--- src/rtl/issue_unit.sv ---
// In-order issue stage: buffers one fetched instruction, decodes it, and dispatches
// it to the ALU/LSU/BR reservation station once that RS and the ROB have room.
module issue_unit #(
    parameter int ROB_TAG_W = 3,
    parameter int CNT_W     = 32
) (
    input  logic                 clk,
    input  logic                 rst,
    input  logic                 flush,
    input  logic                 if_valid,
    output logic                 if_ready,
    input  logic [31:0]          if_instr,
    input  logic [31:0]          if_pc,
    input  logic                 alu_rs_free,
    input  logic                 lsu_rs_free,
    input  logic                 br_rs_free,
    input  logic                 rob_free,
    input  logic [ROB_TAG_W-1:0] rob_tag,
    output logic                 iss_valid,
    output logic [1:0]           iss_unit,
    output logic [6:0]           iss_opcode,
    output logic [2:0]           iss_funct3,
    output logic [6:0]           iss_funct7,
    output logic [4:0]           iss_rs1,
    output logic [4:0]           iss_rs2,
    output logic [4:0]           iss_rd,
    output logic [31:0]          iss_imm,
    output logic [1:0]           iss_imm_type,
    output logic [31:0]          iss_pc,
    output logic [ROB_TAG_W-1:0] iss_tag,
    output logic                 trap,
    output logic [31:0]          trap_pc,
    output logic [CNT_W-1:0]     issue_cnt,
    output logic [CNT_W-1:0]     stall_cnt
);

    localparam logic [1:0] IDLE = 2'd0;
    localparam logic [1:0] HOLD = 2'd1;
    localparam logic [1:0] TRAP = 2'd2;

    localparam logic [1:0] UNIT_ALU = 2'd0;
    localparam logic [1:0] UNIT_LSU = 2'd1;
    localparam logic [1:0] UNIT_BR  = 2'd2;

    // Immediate format encoding; U and J share a code since only two bits exist.
    localparam logic [1:0] IMM_I  = 2'd0;
    localparam logic [1:0] IMM_S  = 2'd1;
    localparam logic [1:0] IMM_B  = 2'd2;
    localparam logic [1:0] IMM_UJ = 2'd3;

    logic [1:0]  state;
    logic [31:0] buf_instr;
    logic [31:0] buf_pc;

    logic        legal;
    logic        unit_free;
    logic        fire;
    logic        capture;

    assign iss_opcode = buf_instr[6:0];
    assign iss_rd     = buf_instr[11:7];
    assign iss_funct3 = buf_instr[14:12];
    assign iss_rs1    = buf_instr[19:15];
    assign iss_rs2    = buf_instr[24:20];
    assign iss_funct7 = buf_instr[31:25];
    assign iss_pc     = buf_pc;
    assign iss_tag    = rob_tag;

    always_comb begin
        legal        = 1'b1;
        iss_unit     = UNIT_ALU;
        iss_imm_type = IMM_I;
        iss_imm      = 32'd0;
        case (buf_instr[6:0])
            7'b0110011: begin
                iss_unit = UNIT_ALU;
            end
            7'b0010011: begin
                iss_unit = UNIT_ALU;
                iss_imm  = {{20{buf_instr[31]}}, buf_instr[31:20]};
            end
            7'b0110111, 7'b0010111: begin
                iss_unit     = UNIT_ALU;
                iss_imm_type = IMM_UJ;
                iss_imm      = {buf_instr[31:12], 12'd0};
            end
            7'b0000011: begin
                iss_unit = UNIT_LSU;
                iss_imm  = {{20{buf_instr[31]}}, buf_instr[31:20]};
            end
            7'b0100011: begin
                iss_unit     = UNIT_LSU;
                iss_imm_type = IMM_S;
                iss_imm      = {{20{buf_instr[31]}}, buf_instr[31:25], buf_instr[11:7]};
            end
            7'b1100011: begin
                iss_unit     = UNIT_BR;
                iss_imm_type = IMM_B;
                iss_imm      = {{20{buf_instr[31]}}, buf_instr[7], buf_instr[30:25],
                                buf_instr[11:8], 1'b0};
            end
            7'b1101111: begin
                iss_unit     = UNIT_BR;
                iss_imm_type = IMM_UJ;
                iss_imm      = {{12{buf_instr[31]}}, buf_instr[19:12], buf_instr[20],
                                buf_instr[30:21], 1'b0};
            end
            7'b1100111: begin
                iss_unit = UNIT_BR;
                iss_imm  = {{20{buf_instr[31]}}, buf_instr[31:20]};
            end
            default: begin
                legal = 1'b0;
            end
        endcase
    end

    always_comb begin
        case (iss_unit)
            UNIT_ALU: unit_free = alu_rs_free;
            UNIT_LSU: unit_free = lsu_rs_free;
            UNIT_BR:  unit_free = br_rs_free;
            default:  unit_free = 1'b0;
        endcase
    end

    assign fire      = (state == HOLD) && legal && unit_free && rob_free && !flush;
    assign iss_valid = fire;
    assign if_ready  = !flush && ((state == IDLE) || ((state == HOLD) && fire));
    assign capture   = if_valid && if_ready;
    assign trap      = (state == TRAP);

    always_ff @(posedge clk) begin
        if (rst) begin
            state     <= IDLE;
            buf_instr <= 32'd0;
            buf_pc    <= 32'd0;
            trap_pc   <= 32'd0;
            issue_cnt <= '0;
            stall_cnt <= '0;
        end else if (flush) begin
            state <= IDLE;
        end else begin
            case (state)
                IDLE: begin
                    if (capture) begin
                        buf_instr <= if_instr;
                        buf_pc    <= if_pc;
                        state     <= HOLD;
                    end
                end
                HOLD: begin
                    if (!legal) begin
                        state   <= TRAP;
                        trap_pc <= buf_pc;
                    end else if (fire) begin
                        issue_cnt <= issue_cnt + 1'b1;
                        if (capture) begin
                            buf_instr <= if_instr;
                            buf_pc    <= if_pc;
                        end else begin
                            state <= IDLE;
                        end
                    end else begin
                        stall_cnt <= stall_cnt + 1'b1;
                    end
                end
                TRAP: state <= TRAP;
                default: state <= IDLE;
            endcase
        end
    end

endmodule
--- config.mk ---
export PLATFORM = sky130hd
export DESIGN_NAME = issue_unit
export DESIGN_NICKNAME = d
export VERILOG_FILES = /design/src/rtl/issue_unit.sv
export SDC_FILE = /design/constraint.sdc
export NUM_CORES = 1
export LEC_CHECK = 0
export ABC_CLOCK_PERIOD_IN_PS = 4000
export BUFFER_PORTS_ARGS = -buffer_cell sky130_fd_sc_hd__buf_2
export CAP_MARGIN = 20
export CORE_ASPECT_RATIO = 0.5
export CORE_UTILIZATION = 55
export CTS_CLUSTER_SIZE = 24
export DETAILED_ROUTE_END_ITERATION = 16
export GPL_TIMING_DRIVEN = 1
export PLACE_DENSITY = 0.86
export SLEW_MARGIN = 20
export SYNTH_ARGS = -nofsm -noshare
export SYNTH_HDL_FRONTEND = slang
export SYNTH_SLANG_ARGS = --single-unit
--- constraint.sdc ---
create_clock -name clk -period 4 [get_ports clk]
set_input_delay 0.2 -clock clk [delete_from_list [all_inputs] [get_ports clk]]
set_output_delay 0.2 -clock clk [all_outputs]
set_load 0.01 [all_outputs]
==> reports/results.txt, run 1 <==
status -> completed
Reg power frac -> 45.1%
Worst EP required -> 3.80 ns
die area -> 15700 µm²
Filler Cells Inserted -> 1145
Die X -> 176 µm
syn_area_per_cell -> 8.66 µm²
Final ANT Viol Nets -> 0
CTS root buf -> clkbuf_16
final std cells w/o fill -> 1389
RD Place Congestion -> 0.943
largest net degree at the start of global routing -> 176
Int Power -> 0.00286 W
WP data arrival -> 3.08 ns
WL final -> 22400 µm
IO Port Bufs -> 270
crit start category -> register
vias per cell -> 5.68
Area after DPL -> 9710 µm²
# rows -> 31
worst slew pin tran -> 1.04 ns
post-synth cell types -> 53
aggregate global-route resource usage -> 27.6%
Net Count, Synth -> 1038
GR Overflow Total -> 0
Fin. Hold Viols -> 0
DP Cell Count -> 1358
flop and latch count out of synthesis -> 162
fin crit period -> 3.28 ns
Yosys warnings -> 0
Clk Latency, worst-skew pair -> 0.42 ns
Post-CTS Setup Repair Bufs -> 0
kind of path behind the tightest hold check -> input pin to register
Design Power -> 0.00374 W
VDD IR max -> 0.322 mV
worst-path maximum fanout -> 33
initial antenna violation count -> 0
MaxCap Viol Count -> 0
Tcrit/Tclk final -> 82.1%
CTS tree -> yes
Leak -> 4.96 nW
Slew Limit Fails -> 0
Clk pwr share -> 47.2%
CTS sink cnt -> 162
number of global-route vias before repair -> 7110
Vias -> 7891
H-tree depth -> 4
Gate Count Post-Synth -> 961
most frequent cells in the layout -> buf_2, dfxtp_1, nand2b_1, mux2i_1, nor2_1
async set-reset flop share out of synthesis -> 0%
Top Ports -> 277
WL per Instance -> 16.1 µm
EDFF count, synth -> 0
final count of negative-setup-slack endpoints -> 0
register area -> 3240 µm²
core region area -> 14600 µm²
Clock Path Buffers -> 2
commonest non-fill, non-tap cell in the layout -> buf_2
post-CTS sizing -> 0
post-route cell area -> 10300 µm²
critical path endpoint category -> output port
Mapped Area -> 8330 µm²
global-route wire length before repair -> 34700 µm
initial core utilization -> 56.9%
worst clock skew -> 0.0122 ns
Area Overhead vs Synth -> 24.2%
final setup TNS -> 0 ns
Hold Buf Count CTS -> 0
Switch Pwr -> 0.000879 W
dominant synthesized flop cell -> dfxtp_1
net count reported at finish -> 1256
Antenna diodes -> 0
WS Path Type -> register to output port
combinational share of power -> 7.8%
TritonRoute pass-1 iters -> 6
power density cells -> 361 nW/µm²
multi-input logic area -> 4720 µm²
detailed placer's ending HPWL -> 15300 µm
Rel. slew slack -> 30.5%
drt drc -> 0
fmax -> 305 MHz
CTS buffer count -> 17
Die Y -> 89.0 µm
Iter 0 DRT Violations -> 521
Sw Ratio -> 23.5%
ratio of cells with drive above 1 in the final layout -> 30.1%
clk slew on worst S/H paths -> 0.07 ns
RSZ-0062 raised after global routing -> false
register area share after synthesis -> 38.9%
-- critical path: stages (launching register included) --
cell and delay, ns:
dfxtp_1 0.48, and3b_1 0.28, a21o_1 0.27, o21ai_4 0.68, buf_4 0.50, o21ai_0 0.13, and2_1 0.17, buf_2 0.14
-- synth_stat cells (all sizes together), types with 26 or more instances --
library cell	instances	area (µm²)
clkbuf	51	191
buf	30	170
nor2	63	236
nand3	49	245
nand2	26	97.6
mux2i	64	641
a21oi	53	265
dfxtp	162	3240
nand2b	130	813
nor2b	51	319
o21ai	37	185
nor4	27	169
mux2	50	563
-- metal layers --
metal | up-vias | part of all wire (%) | GRT usage, %
met5 | - | 0 | 0
met4 | 0 | 2.4 | 9.64
met3 | 48 | 6.6 | 6.89
met2 | 302 | 49 | 50.1
met1 | 3731 | 42 | 32.3
li1 | 3810 | - | -
-- state kept, by name, summed over array words and instances, names as in the netlist --
register and cells:
iss_pc 32, state 2, issue_cnt 32, trap_pc 32, stall_cnt 32, buf_instr 32
-- through the flow --
stage	setup WS [ns]	utilization [%]	hold WS [ns]
after CTS	0.772	70.7	0.0193
final	0.717	70.7	0.0287
after detailed placement	1.13	66.4	0.400
after floorplan	1.72	-	0.278
after global placement	1.25	66.4	0.400
after global routing	0.561	70.7	0.0197
-- layout make-up --
type	instances	area share [%]
Tap cell	198	2.40
Sequential cell	162	31.4
Timing Repair Buffer	280	14.2
Clock inverter	11	1.71
Multi-Input combinational cell	711	45.7
Clock buffer	20	4.42
Inverter	7	0.254
-- path summary, 6_finish.rpt --
| check | startpoint | end | slack, ns | depth (start not counted) |
|---|---|---|---|---|
| min | if_pc[24] | iss_pc[24] | 0.03 | 3 |
| max | buf_instr[4] | if_ready | 0.72 | 7 |
| min reg2reg | iss_pc[9] | trap_pc[9] | 0.47 | 2 |
| max reg2reg | buf_instr[2] | stall_cnt[12] | 1.10 | 5 |
-- cells by family after synthesis --
| family | share of synthesized area (%) |
|---|---|
| flip-flops | 38.9 |
| buffers and inverters | 4.66 |
| AO/OA/AOI/OAI | 10.4 |
| adder cells (fa/ha/maj) | 0.300 |
| multiplexers | 14.5 |
| AND/OR/NAND/NOR | 31.3 |
-- power by group through the flow --
stage | registers, W | clock network (W) | logic (W)
3_5_place_dp | 0.00172 | 0 | 0.000288
5_1_grt | 0.00169 | 0.00187 | 0.000317
2_1_floorplan | 0.00173 | 0 | 0.000175
6_report | 0.00168 | 0.00176 | 0.000290
4_1_cts | 0.00168 | 0.00179 | 0.000290
3_3_place_gp | 0.00172 | 0 | 0.000280
Power figures use the tool's default switching activity.
==> run 2, diff against run 1 <==
Settings changed: ABC_CLOCK_PERIOD_IN_PS 4000 to 2780, CORE_UTILIZATION 55 to 46, PLACE_DENSITY 0.86 to 0.77.
Clock period 4 ns to 2.78 ns, I/O delays scaled along.
==> run 2 against run 1 <==
Compared with the run above: final cell count is 8.1% higher; global-route usage shrank 3.0 points; non-clock buffer count grew 75; total power rose by 45%; register-to-register slack lost 0.85 ns; sequential share of layout area is 2.3 points lower; largest cell class unchanged; critical path depth unchanged; die area increased by 19%.
==> reports/results.txt, run 2 (synthesized netlist as in run 1, its figures left out) <==
status -> completed
Iter 0 DRT Violations -> 342 (-34%)
Die X -> 192 µm (+9.2%)
register area -> 3240 µm² (unchanged)
MaxCap Viol Count -> 0 (unchanged)
worst-path maximum fanout -> 20 (-39%)
WS Path Type -> register to output port
reg2reg setup slack -> 0.25 ns (-0.85 ns)
vias per cell -> 5.47 (-3.7%)
Rel. slew slack -> 52.0% (+22 points)
CTS buffer count -> 17 (unchanged)
busiest grt layer -> met2
# rows -> 34 (+9.7%)
critical path capture point -> if_ready
Area Overhead vs Synth -> 33.9%
power density cells -> 486 nW/µm² (+34%)
initial core utilization -> 47.5% (-9.4 points)
Clk Latency, worst-skew pair -> 0.43 ns (about the same)
most frequent cells in the layout -> buf_2, dfxtp_1, nand2b_1, mux2i_1
detailed placer's ending HPWL -> 15600 µm (+2.4%)
WL final -> 23700 µm (+5.8%)
largest net degree at the start of global routing -> 107 (-39%)
multi-input logic area -> 4730 µm² (+0.11%)
aggregate global-route resource usage -> 24.5% (-3.0 points)
GR Overflow Total -> 0 (unchanged)
fmax -> 376 MHz
Reg power frac -> 44.6% (-0.5 points)
M2 GR Usage -> 42.0% (-8.1 points)
Post-CTS Setup Repair Bufs -> 0 (unchanged)
Leak -> 5.30 nW (+6.9%)
pre-CTS WS -> 0.250 ns (-0.881 ns)
CTS tree -> yes
number of global-route vias before repair -> 7587 (+6.7%)
Final ANT Viol Nets -> 0 (unchanged)
R2R Path Start -> buf_instr[4]
Top Ports -> 277 (unchanged)
TritonRoute pass-1 iters -> 5 (-1)
net count reported at finish -> 1331 (+6.0%)
clk slew on worst S/H paths -> 0.07 ns (about the same)
Fin. Hold Viols -> 0 (unchanged)
CTS sink cnt -> 162 (unchanged)
R2R depth -> 6 (+1)
global-route wire length before repair -> 37200 µm (+7.2%)
CTS root buf -> clkbuf_16
crit start category -> register
reg2reg end -> stall_cnt[27]
core region area -> 17500 µm² (+20%)
ratio of cells with drive above 1 in the final layout -> 29.4% (-0.62 points)
Tcrit/Tclk final -> 95.7%
initial antenna violation count -> 1 (+1)
utilization after layout -> 63.6% (-7.1 points)
WL per Instance -> 15.8 µm (-2.1%)
Switch Pwr -> 0.00133 W (+51%)
met1 GRT Util -> 29.4% (-2.9 points)
Sw Ratio -> 24.5% (+1.0 points)
Slew Limit Fails -> 0 (unchanged)
fin crit period -> 2.66 ns
H-tree depth -> 4 (unchanged)
WP data arrival -> 2.52 ns (-0.56 ns)
combinational share of power -> 9.5% (+1.7 points)
Clock Path Buffers -> 2 (unchanged)
RSZ-0062 raised after global routing -> false
Int Power -> 0.00409 W (+43%)
RD Place Congestion -> 0.790 (-16%)
Worst EP required -> 2.64 ns (-1.16 ns)
worst clock skew -> 0.0114 ns (-0.000745 ns)
final setup TNS -> 0 ns (unchanged)
GR Layer Usage met3 -> 4.69% (-2.2 points)
kind of path behind the tightest hold check -> input pin to register
Final WS setup -> 0.119 ns (-0.598 ns)
commonest non-fill, non-tap cell in the layout -> buf_2
Filler Cells Inserted -> 1440 (+26%)
worst slew pin tran -> 0.714 ns (-0.326 ns)
IO Port Bufs -> 270 (unchanged)
critical path endpoint category -> output port
final count of negative-setup-slack endpoints -> 0 (unchanged)
die area -> 18700 µm² (+19%)
Vias -> 8214 (+4.1%)
CP Launch Point -> buf_instr[4]
Clk pwr share -> 45.9% (-1.3 points)
VDD IR max -> 0.437 mV (+35%)
Design Power -> 0.00542 W (+45%)
Die Y -> 97.1 µm (+9.1%)
drt drc -> 0 (unchanged)
==> run 2: cell count changes in the layout (fill, tap and decap cells not counted), sizes merged <==
| cell | before | now |
|---|---|---|
| buf | 280 | 292 |
| bufinv | 4 | 3 |
| clkbuf | 20 | 19 |
| clkinv | 4 | 5 |
| clkinvlp | 1 | 0 |
| diode | 0 | 1 |
| dlygate4sd3 | 0 | 63 |
| inv | 9 | 12 |
==> run 2: power groups by stage <==
stage / Sequential [W] / Clock (W) / Combinational, W
detailed placement: 0.00247 / 0 / 0.000439
floorplan: 0.00248 / 0 / 0.000251
global placement: 0.00246 / 0 / 0.000428
CTS: 0.00241 / 0.00254 / 0.000510
global route: 0.00242 / 0.00263 / 0.000560
finish: 0.00242 / 0.00249 / 0.000516
==> run 2: worst min-delay path by stage <==
stage | end | cells past startpoint | slack (ns) | from
after floorplan | state[0] | 1 | 0.22 | flush
after global placement | iss_tag[2] | 0 | 0.28 | rob_tag[2]
after detailed placement | iss_tag[2] | 0 | 0.28 | rob_tag[2]
after CTS | buf_instr[18] | 3 | 0.001 | if_instr[18]
after global routing | buf_instr[18] | 3 | 0.02 | if_instr[18]
final | buf_instr[18] | 3 | 0.02 | if_instr[18]
==> run 2: cell type report <==
class | instances | share of cell area, %
Multi-Input combinational cell | 711 | 42.4
Sequential cell | 162 | 29.1
Timing Repair Buffer | 355 | 20.1
Clock buffer | 19 | 3.97
Tap cell | 234 | 2.63
Clock inverter | 13 | 1.57
Inverter | 7 | 0.236
Antenna cell | 1 | 0.0224
==> run 2: metal layers <==
layer  up-vias  routed length [µm]
met1      3916                9970
li1       3965                   -
met3        59                1220
met4         0                 860
met2       274               11700
met5         -                   0
==> run 2: stage by stage <==
step	hold WS, ns	instances	instance area (µm²)
floorplan	0.217	961	8330
global placement	0.278	1406	9890
detailed placement	0.278	1406	9890
CTS	0.000969	1501	11100
global route	0.0242	1502	11100
finish	0.0207	1502	11100
==> run 2: worst max-delay path, stage by stage, from the launching register on <==
cell,delay [ns]
dfxtp_1,0.39
nand3b_2,0.28
o311a_1,0.41
a211oi_4,0.30
buf_4,0.30
o21ai_0,0.12
and2_1,0.16
buf_2,0.14
==> run 2: timing repair <==
action / CTS / global route
endpoints found under the hold margin: 64 / 0
setup endpoints to repair: 0 / 11
hold buffers: 63 / 0
resized for setup: 0 / 2
==> run 3, diff against run 2 <==
Settings changed: ABC_AREA set to 1, CELL_PAD_IN_SITES_DETAIL_PLACEMENT set to 1, CELL_PAD_IN_SITES_GLOBAL_PLACEMENT set to 2, CORE_UTILIZATION 46 to 24, PLACE_DENSITY 0.77 to not set, PLACE_DENSITY_LB_ADDON set to 0.1.
==> run 3 against run 2 <==
Compared with the run above: non-clock buffer count fell by 66; worst setup slack improved by 0.16 ns; synthesized area rose by 4.7%; final cell count rose by 38%; first-iteration DRC count rose by 20%; clock skew rose by 0.0056 ns; critical path type unchanged.
==> reports/results.txt, run 3 <==
status -> completed
Die Y -> 137 µm (+41%)
dominant synthesized flop cell -> dfxtp_1
ratio of cells with drive above 1 in the final layout -> 21.3% (-8.2 points)
worst clock skew -> 0.0171 ns (+0.00562 ns)
cell taking the most area after synthesis -> dfxtp_1
H-tree depth -> 4 (unchanged)
utilization after layout -> 31.8% (-32 points)
Yosys warnings -> 0 (unchanged)
RSZ-0062 raised after global routing -> false
global-route wire length before repair -> 53600 µm (+44%)
Rel. slew slack -> 53.8% (+1.8 points)
busiest grt layer -> met2
CP peak stage delay -> 0.36 ns (-0.05 ns)
Mapped Area -> 8720 µm² (+4.7%)
worst-path maximum fanout -> 13 (-35%)
Net Count, Synth -> 1425 (+37%)
CP max stage cell -> dfxtp_1
R2R Path Start -> buf_instr[1]
worst slew pin tran -> 0.693 ns (-0.0212 ns)
aggregate global-route resource usage -> 18.5% (-6.1 points)
initial antenna violation count -> 4 (+3)
M2 GR Usage -> 33.0% (-9.0 points)
Die X -> 272 µm (+41%)
final setup TNS -> 0 ns (unchanged)
commonest non-fill, non-tap cell in the layout -> nand2_1
final std cells w/o fill -> 2071 (+38%)
hold_ws -> 0.0229 ns (+0.00221 ns)
fin crit period -> 2.50 ns (-0.162 ns)
GR Layer Usage met3 -> 3.35% (-1.3 points)
number of global-route vias before repair -> 9580 (+26%)
Top Ports -> 277 (unchanged)
Gate Count Post-Synth -> 1348 (+40%)
CTS buffer count -> 17 (unchanged)
vias per cell -> 4.49 (-18%)
Clk Latency, worst-skew pair -> 0.45 ns (+0.02 ns)
Final ANT Viol Nets -> 0 (unchanged)
TritonRoute pass-1 iters -> 4 (-1)
final count of negative-setup-slack endpoints -> 0 (unchanged)
kind of path behind the tightest hold check -> input pin to register
initial core utilization -> 24.8% (-23 points)
met1 GRT Util -> 22.5% (-6.9 points)
Iter 0 DRT Violations -> 409 (+20%)
Hold Path Origin -> if_pc[6]
WL per Instance -> 16.6 µm (+5.1%)
most frequent cells in the layout -> nand2_1, buf_2, inv_1, dfxtp_1, nor2_1
crit path cell chain -> nand2_1 > inv_2 > nand4_1 > nor2_1 > inv_1 > nand2_1 > inv_1 > o21ai_0 > buf_2
syn_area_per_cell -> 6.47 µm² (-25%)
Vias -> 9306 (+13%)
DP Cell Count -> 2033 (+45%)
WL final -> 34300 µm (+45%)
EDFF count, synth -> 0 (unchanged)
CP top delay family -> buffers and inverters
Leak -> 5.59 nW (+5.5%)
GR Overflow Total -> 0 (unchanged)
count leader, synth -> nand2_1
Area Overhead vs Synth -> 28.2%
# rows -> 48 (+41%)
net count reported at finish -> 1659 (+25%)
WS Path Type -> register to output port
CP bufs+invs -> 4 (+2)
CTS root buf -> clkbuf_16
Clock Path Buffers -> 2 (unchanged)
VDD IR max -> 0.368 mV (-16%)
WP data arrival -> 2.36 ns (-0.16 ns)
flop and latch count out of synthesis -> 162 (unchanged)
CTS tree -> yes
drt drc -> 0 (unchanged)
power density cells -> 508 nW/µm² (+4.5%)
IO Port Bufs -> 270 (unchanged)
CP Launch Point -> buf_instr[1]
crit start category -> register
post-synth cell types -> 35 (-34%)
largest net degree at the start of global routing -> 96 (-10%)
die area -> 37100 µm² (+99%)
Slew Limit Fails -> 0 (unchanged)
RD Place Congestion -> 0.811 (+2.7%)
fmax -> 400 MHz (+6.5%)
MaxCap Viol Count -> 0 (unchanged)
post-synth top area share -> 37.2% (-1.7 points)
detailed placer's ending HPWL -> 24700 µm (+58%)
register area share after synthesis -> 37.2% (-1.7 points)
Post-CTS Setup Repair Bufs -> 0 (unchanged)
async set-reset flop share out of synthesis -> 0% (unchanged)
Tcrit/Tclk final -> 89.9% (-5.8 points)
Worst EP required -> 2.64 ns (about the same)
core region area -> 35100 µm² (+100%)
most frequent cells after synthesis -> nand2_1, inv_1, dfxtp_1
Synth area leaders -> dfxtp_1, nand2_1, inv_1
critical path endpoint category -> output port
clk slew on worst S/H paths -> 0.08 ns (about the same)
Fin. Hold Viols -> 0 (unchanged)
CTS sink cnt -> 162 (unchanged)
run 3: cell type report:
| type | count | area [µm²] |
|---|---|---|
| Antenna cell | 1 | 2.50 |
| Clock buffer | 18 | 439 |
| Clock inverter | 14 | 194 |
| Fill cell | 4524 | 24000 |
| Inverter | 251 | 943 |
| Multi-Input combinational cell | 861 | 4190 |
| Sequential cell | 162 | 3240 |
| Tap cell | 475 | 594 |
| Timing Repair Buffer | 289 | 1570 |
run 3: through the flow:
| stage | worst slack (ns) | area (µm²) | power (W) |
|---|---|---|---|
| 3_5_place_dp | 0.542 | 10500 | 0.00311 |
| 5_1_grt | 0.0488 | 11200 | 0.00595 |
| 4_1_cts | 0.0546 | 11200 | 0.00579 |
| 3_3_place_gp | 0.672 | 10500 | 0.00309 |
| 2_1_floorplan | 1.03 | 8720 | 0.00285 |
| 6_report | 0.281 | 11200 | 0.00567 |
run 3: metal layers:
metal  vias up  wire (µm)  share of wire, %
li1       4695          -                 -
met1      4457      15500                45
met2       114      17300                50
met3        36        948               2.8
met4         4        606               1.8
met5         -         23             0.067
run 3: what timing repair did:
item	CTS	global route
gates resized for setup	0	3
endpoints found under the hold margin	5	0
hold buffers	5	0
endpoints found under the setup margin	0	19
run 3: power by group:
| group | leakage (nW) | internal (W) | switching [W] |
|---|---|---|---|
| sequential | 1.32 | 0.00240 | 0.0000476 |
| clock | 0.312 | 0.00148 | 0.00115 |
| combinational | 3.96 | 0.000211 | 0.000389 |
| total | 5.59 | 0.00408 | 0.00159 |
run 3: path summary, 6_finish.rpt:
path	slack, ns	end	depth (start not counted)
worst max-delay path	0.28	iss_imm[18]	9
worst min-delay path	0.02	iss_pc[6]	5
worst max register to register	0.59	iss_pc[2]	12
worst min register to register	0.47	trap_pc[31]	2
run 3: cells by family after synthesis:
logic type                 synth area share (%)
and+or+nand+nor                            32.4
buffers and inverters                      15.0
AOI/OAI and AO/OA                          9.92
DFF                                        37.2
xor gates and xnor gates                   5.12
adders and majority gates                 0.287
run 3: worst reg2reg max path, stage by stage, from the launching register on:
cell	delay (ns)
dfxtp_1	0.36
nand2_1	0.11
inv_2	0.14
nand4_1	0.18
nand3_2	0.13
nand2_2	0.08
nor2_2	0.11
nand2_1	0.09
nand2_2	0.11
buf_4	0.45
nand4_1	0.20
nand2_1	0.11
nor2_1	0.05
